--- config.mk ---
export PLATFORM = sky130hd
export DESIGN_NAME = adc_channel_scheduler
export DESIGN_NICKNAME = d
export VERILOG_FILES = /design/src/rtl/adc_channel_scheduler.sv
export SDC_FILE = /design/constraint.sdc
export NUM_CORES = 1
export LEC_CHECK = 0
export CAP_MARGIN = 20
export CORE_ASPECT_RATIO = 0.5
export CORE_UTILIZATION = 53
export CTS_BUF_LIST = sky130_fd_sc_hd__clkbuf_8
export CTS_CLUSTER_SIZE = 12
export DETAILED_ROUTE_END_ITERATION = 10
export GPL_ROUTABILITY_DRIVEN = 0
export GPL_TIMING_DRIVEN = 0
export PLACE_DENSITY = 0.89
export SLEW_MARGIN = 0
export SYNTH_ARGS = -nofsm -noshare
export SYNTH_HDL_FRONTEND = slang
export SYNTH_SLANG_ARGS = --single-unit
--- constraint.sdc ---
create_clock -name clk -period 2.95 [get_ports clk]
set_clock_uncertainty 0.15 [all_clocks]
set_input_delay 0.59 -clock clk [delete_from_list [all_inputs] [get_ports clk]]
set_output_delay 0.59 -clock clk [all_outputs]
set_load 0.01 [all_outputs]
--- src/rtl/adc_channel_scheduler.sv ---
// Frame scheduler sharing one ADC and one distance LUT between NUM_CH IR sensors.
// Each period tick converts channels 0..NUM_CH-1 in turn and latches each LUT distance.
module adc_channel_scheduler #(
  parameter int unsigned NUM_CH        = 2,
  parameter int unsigned SAMPLE_PERIOD = 100000,
  parameter int unsigned ADC_TIMEOUT   = 4096,
  parameter int unsigned LUT_LATENCY   = 1,
  localparam int unsigned CHW          = (NUM_CH > 1) ? $clog2(NUM_CH) : 1
) (
  input  logic                  clk,
  input  logic                  rst_n,
  input  logic                  enable_i,
  input  logic                  err_clr_i,
  output logic                  adc_start_o,
  output logic [CHW-1:0]        adc_mux_sel_o,
  input  logic                  adc_done_i,
  input  logic [15:0]           adc_data_i,
  output logic [15:0]           lut_raw_adc_o,
  input  logic [6:0]            lut_distance_cm_i,
  output logic [NUM_CH*7-1:0]   dist_cm_o,
  output logic [NUM_CH-1:0]     dist_valid_o,
  output logic                  frame_done_o,
  output logic                  adc_timeout_err_o,
  output logic                  frame_overrun_o
);

  localparam int unsigned CNT_W    = (SAMPLE_PERIOD > 1) ? $clog2(SAMPLE_PERIOD) : 1;
  localparam int unsigned WAIT_MAX = (ADC_TIMEOUT > LUT_LATENCY) ? ADC_TIMEOUT : LUT_LATENCY;
  localparam int unsigned WCNT_W   = $clog2(WAIT_MAX + 1);
  localparam int unsigned DIST_W   = 7;
  localparam int unsigned RAW_W    = 16;

  localparam logic [CNT_W-1:0]  PER_LAST = CNT_W'(SAMPLE_PERIOD - 1);
  localparam logic [WCNT_W-1:0] TO_LAST  = WCNT_W'(ADC_TIMEOUT - 1);
  localparam logic [WCNT_W-1:0] LUT_LAST = WCNT_W'(LUT_LATENCY - 1);
  localparam logic [CHW-1:0]    CH_LAST  = CHW'(NUM_CH - 1);

  typedef enum logic [2:0] {
    S_IDLE,
    S_START,
    S_WAIT_ADC,
    S_LUT_WAIT,
    S_STORE
  } state_e;

  state_e                           state_q, state_d;
  logic [CNT_W-1:0]                 per_q, per_d;
  logic [CHW-1:0]                   ch_q, ch_d;
  logic [WCNT_W-1:0]                wcnt_q, wcnt_d;
  logic                             adc_start_q, adc_start_d;
  logic [CHW-1:0]                   mux_q, mux_d;
  logic [RAW_W-1:0]                 raw_q, raw_d;
  logic [NUM_CH-1:0][DIST_W-1:0]    dist_q, dist_d;
  logic [NUM_CH-1:0]                valid_q, valid_d;
  logic                             frame_done_q, frame_done_d;
  logic                             to_err_q, to_err_d;
  logic                             ovr_q, ovr_d;

  logic tick_c;
  logic advance_c;
  logic to_evt_c;
  logic ovr_evt_c;

  // Period counter: free-runs while enabled, parked at 0 otherwise.
  assign tick_c = enable_i && (per_q == PER_LAST);

  always_comb begin
    per_d = per_q;
    if (!enable_i) begin
      per_d = '0;
    end else if (per_q == PER_LAST) begin
      per_d = '0;
    end else begin
      per_d = per_q + CNT_W'(1);
    end
  end

  // Next-state and registered-output logic.
  always_comb begin
    state_d      = state_q;
    ch_d         = ch_q;
    wcnt_d       = wcnt_q;
    adc_start_d  = 1'b0;
    mux_d        = mux_q;
    raw_d        = raw_q;
    dist_d       = dist_q;
    valid_d      = valid_q;
    frame_done_d = 1'b0;
    to_err_d     = to_err_q;
    ovr_d        = ovr_q;
    advance_c    = 1'b0;
    to_evt_c     = 1'b0;
    ovr_evt_c    = tick_c && (state_q != S_IDLE);

    if (!enable_i) begin
      // Abort: the in-flight channel is dropped without touching its results.
      state_d = S_IDLE;
    end else begin
      unique case (state_q)
        S_IDLE: begin
          if (tick_c) begin
            ch_d    = '0;
            state_d = S_START;
          end
        end
        S_START: begin
          wcnt_d  = '0;
          state_d = S_WAIT_ADC;
        end
        S_WAIT_ADC: begin
          if (adc_done_i) begin
            raw_d   = adc_data_i;
            wcnt_d  = '0;
            state_d = S_LUT_WAIT;
          end else if (wcnt_q == TO_LAST) begin
            to_evt_c      = 1'b1;
            valid_d[ch_q] = 1'b0;
            advance_c     = 1'b1;
          end else begin
            wcnt_d = wcnt_q + WCNT_W'(1);
          end
        end
        S_LUT_WAIT: begin
          if (wcnt_q == LUT_LAST) begin
            state_d = S_STORE;
          end else begin
            wcnt_d = wcnt_q + WCNT_W'(1);
          end
        end
        S_STORE: begin
          dist_d[ch_q]  = lut_distance_cm_i;
          valid_d[ch_q] = 1'b1;
          advance_c     = 1'b1;
        end
        default: begin
          state_d = S_IDLE;
        end
      endcase

      if (advance_c) begin
        if (ch_q == CH_LAST) begin
          frame_done_d = 1'b1;
          state_d      = S_IDLE;
        end else begin
          ch_d    = ch_q + CHW'(1);
          state_d = S_START;
        end
      end
    end

    // The start strobe and mux select are launched together on entry to START.
    if (state_d == S_START) begin
      adc_start_d = 1'b1;
      mux_d       = ch_d;
    end

    // Sticky flags: a new event outranks a simultaneous clear.
    if (to_evt_c) begin
      to_err_d = 1'b1;
    end else if (err_clr_i) begin
      to_err_d = 1'b0;
    end

    if (ovr_evt_c) begin
      ovr_d = 1'b1;
    end else if (err_clr_i) begin
      ovr_d = 1'b0;
    end
  end

  always_ff @(posedge clk or negedge rst_n) begin
    if (!rst_n) begin
      state_q      <= S_IDLE;
      per_q        <= '0;
      ch_q         <= '0;
      wcnt_q       <= '0;
      adc_start_q  <= 1'b0;
      mux_q        <= '0;
      raw_q        <= '0;
      dist_q       <= '0;
      valid_q      <= '0;
      frame_done_q <= 1'b0;
      to_err_q     <= 1'b0;
      ovr_q        <= 1'b0;
    end else begin
      state_q      <= state_d;
      per_q        <= per_d;
      ch_q         <= ch_d;
      wcnt_q       <= wcnt_d;
      adc_start_q  <= adc_start_d;
      mux_q        <= mux_d;
      raw_q        <= raw_d;
      dist_q       <= dist_d;
      valid_q      <= valid_d;
      frame_done_q <= frame_done_d;
      to_err_q     <= to_err_d;
      ovr_q        <= ovr_d;
    end
  end

  assign adc_start_o       = adc_start_q;
  assign adc_mux_sel_o     = mux_q;
  assign lut_raw_adc_o     = raw_q;
  assign dist_cm_o         = dist_q;
  assign dist_valid_o      = valid_q;
  assign frame_done_o      = frame_done_q;
  assign adc_timeout_err_o = to_err_q;
  assign frame_overrun_o   = ovr_q;

endmodule

# Word-level counts from Yosys, hierarchy flattened
# Cells that the tools add are included.
# classes
n_eq_ne,11
n_reduce_logical,14
add_sub_neg,3
bitwise,3
div,0
mux,39
order_cmp,2
mul,0
n_shift,0
# ops
cell,count
two-way mux 13 bit,3
case mux 13 bit (3 select lines),1
two-way mux 17 bit,2
two-way mux 1 bit,19
adder 17 x 1 -> 17 bit (second input constant),1
== test 17 bit (second input constant),1
two-way mux 3 bit,5
case mux 3 bit (5 select lines),1
bitwise mux 14 bit,1
adder 13 x 1 -> 13 bit (second input constant),1
== test 13 x 12 -> 1 bit (second input constant),1
logical NOT 13 bit,1
AND reduction 4 bit,2
demux 7 bit (select 1 bit),1
two-way mux 7 bit,1
== test 3 x 1 -> 1 bit (second input constant),2
== test 3 x 2 -> 1 bit (second input constant),2
!= test 2 bit (second input constant),3
nonzero test 2 bit,3
nonzero test 3 bit,2
two-way mux 2 bit,2
case mux 2 bit (2 select lines),1
== test 3 bit (second input constant),1
logical AND 1 bit,3
other kinds (12),12
# totals
input_bits,28
ramBits,0
memories,0
latchBits,0
regBits,71
rom_bits,0

# Logic depth before layout (Yosys ltp)
# logic_depth
depth_word,9
mapped_depth,8

# Worst setup path before layout
# OpenSTA, ideal clock, no wires.
# synth_timing
path_type,reg-to-reg
start,register per_q[0]
end,register ch_q
t_arrival_ns,1.825
period_less_slack_ns,2.098
path_buffers,0
required_ns,2.676
path_stages_with_launch,7
path_slack_ns,0.852
path_cell_list,dfrtp_1 > ha_1 > and4_1 > nand2_1 > or4_4 > o32a_1 > a2bb2oi_1
# synth_between
elab_chain_cells,7
# synth_lines
item,line,source
start: declaration,47,"logic [CNT_W-1:0] per_q, per_d;"
start signal: assignment,187,per_q <= per_d;
== test 17 bit *,65,assign tick_c = enable_i && (per_q == PER_LAST);
logical AND 1 bit *,65,
two-way mux 1 bit *,101,if (tick_c) begin
two-way mux 1 bit *,99,unique case (state_q)
two-way mux 1 bit,141,if (ch_q == CH_LAST) begin
two-way mux 1 bit *,140,if (advance_c) begin
two-way mux 1 bit *,95,if (!enable_i) begin
via ch_d,48,"logic [CHW-1:0] ch_q, ch_d;"
end signal: assignment,188,ch_q <= ch_d;
end: declaration,48,
# The timed path passes the listed nets; every way through them passes the cells marked *.
# A chain may end at the register's enable or synchronous reset.

# Worst setup path after layout
# layout_timing
start,input adc_done_i
end,register raw_q[8] (netlist: lut_raw_adc_o[8])
# layout_between
elab_chain_cells,1
# layout_lines
item,line,source
start: declaration,16,"input logic adc_done_i,"
AND reduction 3 bit (no source line),n/a,
end signal: assignment,192,raw_q <= raw_d;
end: declaration,52,"logic [RAW_W-1:0] raw_q, raw_d;"
# Every way passes these cells.

==> impl_metrics.py <==
metrics = {
    "timing": {
        "slew_headroom": 0.405,
        "maxSlewViolCount": 0,
        "fin_setup_tns_ps": 0,
        "hold_viol": 0,
        "worst_pin_slew_ps": 892,
        "min_period_ps": 2550,
        "finalSetupViolCount": 0,
        "fmaxAchievable_ghz": 0.393,
        "rsz0062_at_grt": "false",
        "period_share": 0.864,
    },
    "placed_design": {
        "dp_hpwl_um": 5070,
        "place_area_um2": 3950,
        "numPortBuffers": 64,
    },
    "clocking": {
        "cts_tree": "yes",
        "root_buffer": "clkbuf_8",
        "insertion_delay_ps": 350,
        "htree_levels": 3,
        "cts_hold_buf": 0,
        "cts_buffers": 9,
        "cts_resized": 0,
        "clock-sinks": 71,
        "clk_pin_slew_ps": 70,
        "cts.path.max_buffers": 2,
        "cts_setup_buffers": 0,
    },
    "synthesis": {
        "synth-edff-count": 0,
        "synth.distinct_cells": 49,
        "synth_seq_area_share": 0.552,
        "yosys_register_bits": 71,
        "ys.warnings.count": 0,
        "syn_area_um2": 3220,
        "avgSynthCellArea_um2": 11.2,
        "synthCells": 287,
        "synthFlopType": "dfrtp_1",
        "async_reset_ff_frac": 1.00,
        "syn_nets": 318,
    },
    "layout": {
        "syn_to_final_growth_pct": 27.8,
        "layout-drive-gt1-share": 0.151,
        "diodes": 0,
        "final_cell_area_um2": 4110,
        "nNetsFinal": 393,
    },
    "drt": {
        "drt_iter0_markers": 131,
        "via_per_inst": 5.69,
        "vias": 2492,
        "routed_wl_um": 7040,
        "routedWlPerCell_um": 16.1,
        "drc": 0,
        "final_antenna_net_count": 0,
        "dr.pass1.iters": 4,
    },
    "worst_setup_path": {
        "path_class": "in2reg",
        "cp-end-kind": "flop",
        "r2r_start": "wcnt_q[0]$_DFFE_PN0P_",
        "startpoint": "adc_done_i",
        "cp_max_fo": 10,
        "start_kind": "primary input",
        "required_ps": 3030,
        "arrival_ps": 2630,
    },
    "grt": {
        "grtUsageTotal": 0.242,
        "grt_pass1_vias": 2445,
        "grt_max_degree": 72,
        "grt_overflow": 0,
        "grt_pass1_wl_um": 11700,
        "antenna_found_initial": 0,
    },
    "floorplan": {
        "fp.dieW_um": 112,
        "fp.dieH_um": 57.1,
        "dieArea_um2": 6410,
        "row_count": 19,
        "initial_core_util": 0.569,
        "io_pins": 65,
        "core_area_um2": 5660,
    },
    "pwr": {
        "ir_worst_vdd_uv": 418,
        "pwr-share-comb": 0.065,
        "p_seq_frac": 0.559,
        "p_sw_mw": 0.400,
        "p_int_mw": 1.39,
        "switching_share": 0.224,
        "clkPwrFrac": 0.376,
        "p_leak_nw": 1.83,
        "power_density_nw_per_um2": 435,
    },
    "worst_hold_path": {
        "hold_path_class": "in2async",
    },
    "run_status": {
        "status": "completed",
    },
    "run": {
        "maxCapViolCount": 0,
    },
}
==> critical path, stage by stage <==
cell and delay, ps:
clkdlybuf4s50_1 550, nand2b_1 180, nor2_1 550, buf_2 380, mux2_2 370
==> state kept, by name, indices dropped and copies added, names as in the netlist, named ones only <==
signal / flops
frame_done_o: 1
wcnt_q: 13
ch_q: 1
adc_timeout_err_o: 1
dist_cm_o: 14
per_q: 17
adc_mux_sel_o: 1
adc_start_o: 1
frame_overrun_o: 1
lut_raw_adc_o: 16
state_q: 3
==> per-stage QoR <==
stage | std cells | hold WS, ps | utilization | power (mW) | worst slack (ps)
floorplan | 287 | 144 | - | 1.05 | 852
global placement | 424 | 324 | 0.698 | 1.13 | -1060
detailed placement | 424 | 336 | 0.698 | 1.14 | 60.0
CTS | 438 | 234 | 0.727 | 1.80 | 429
global route | 438 | 278 | 0.727 | 1.86 | 246
finish | 438 | 200 | 0.727 | 1.79 | 402
==> power groups by stage <==
| stage | Sequential, mW | Combinational [mW] | Clock, mW |
|---|---|---|---|
| global placement | 1.02 | 0.114 | 0 |
| finish | 1.00 | 0.117 | 0.673 |
| CTS | 1.00 | 0.118 | 0.684 |
| global route | 1.00 | 0.127 | 0.728 |
| detailed placement | 1.02 | 0.118 | 0 |
| floorplan | 1.02 | 0.0239 | 0 |
==> final cells by class <==
| class | instances | area, um^2 |
|---|---|---|
| flip-flops and latches | 71 | 1780 |
| clock inverters | 3 | 12.5 |
| repair buffers | 64 | 638 |
| plain buffers | 7 | 33.8 |
| multi-input cells | 201 | 1380 |
| fillers | 393 | 1550 |
| clock buffers | 11 | 151 |
| inverters | 8 | 30.0 |
| well taps | 73 | 91.3 |
==> cell usage in the layout, fill, tap and decap left out, types with 2 or more instances in the layout <==
cell             count
dfrtp_1             71
clkdlybuf4s50_1     63
nor2_1              30
mux2_2              30
nand2_1             24
o21ai_0             16
clkbuf_8            11
inv_1               10
nand4_1              8
a21oi_1              8
and3_1               8
xnor2_1              8
xor2_1               8
nand3_1              8
buf_2                5
o31ai_1              5
nor4_1               3
nor3_1               3
and2_1               3
nand2b_1             3
and4_1               3
ha_1                 3
nor2b_1              2
or3_1                2
o21a_1               2
==> layer usage <==
metal  GRT usage  wire (um)  part of all wire
met1       0.294       2980              0.42
met2       0.414       3630              0.52
met3      0.0765        339             0.048
met4      0.0895         92             0.013
met5           0          0                 0
==> worst paths after layout <==
kind / slack, ps / cells past startpoint / end
setup / recovery: 400 / 5 / lut_raw_adc_o[8]$_DFFE_PN0P_
hold / removal: 200 / 1 / per_q[4]$_DFF_PN0_
setup reg to reg: 440 / 7 / wcnt_q[4]$_DFFE_PN0P_
hold reg to reg: 350 / 1 / adc_mux_sel_o$_DFFE_PN0N_
max in group asynchronous: 1870 / 1 / wcnt_q[8]$_DFFE_PN0P_
min in group clk: 350 / 1 / adc_mux_sel_o$_DFFE_PN0N_
==> kinds of logic (layout without fill, tap and decap cells) <==
family          count (synthesis)  in the layout  share of synthesized area
compound gates                 41             41                     0.0824
xor+xnor                       16             16                     0.0435
fa+ha+maj                       3              3                     0.0117
buf+inv                        15             93                     0.0198
flops                          71             71                      0.552
mux                            31             31                      0.108
simple gates                  110            110                      0.182
==> cells in the mapped netlist (5+ instances only) <==
master / count / area (um^2)
xor2_1: 8 / 70.1
dfrtp_1: 71 / 1780
xnor2_1: 8 / 70.1
nand3_1: 8 / 40.0
inv_1: 8 / 30.0
and3_1: 8 / 50.1
nand4_1: 8 / 50.1
nor2_1: 30 / 113
a21oi_1: 8 / 40.0
nand2_1: 24 / 90.1
buf_2: 5 / 25.0
mux2_2: 30 / 338
o31ai_1: 5 / 37.5
o21ai_0: 16 / 80.1
No activity file was read; power rests on OpenSTA's default activity.
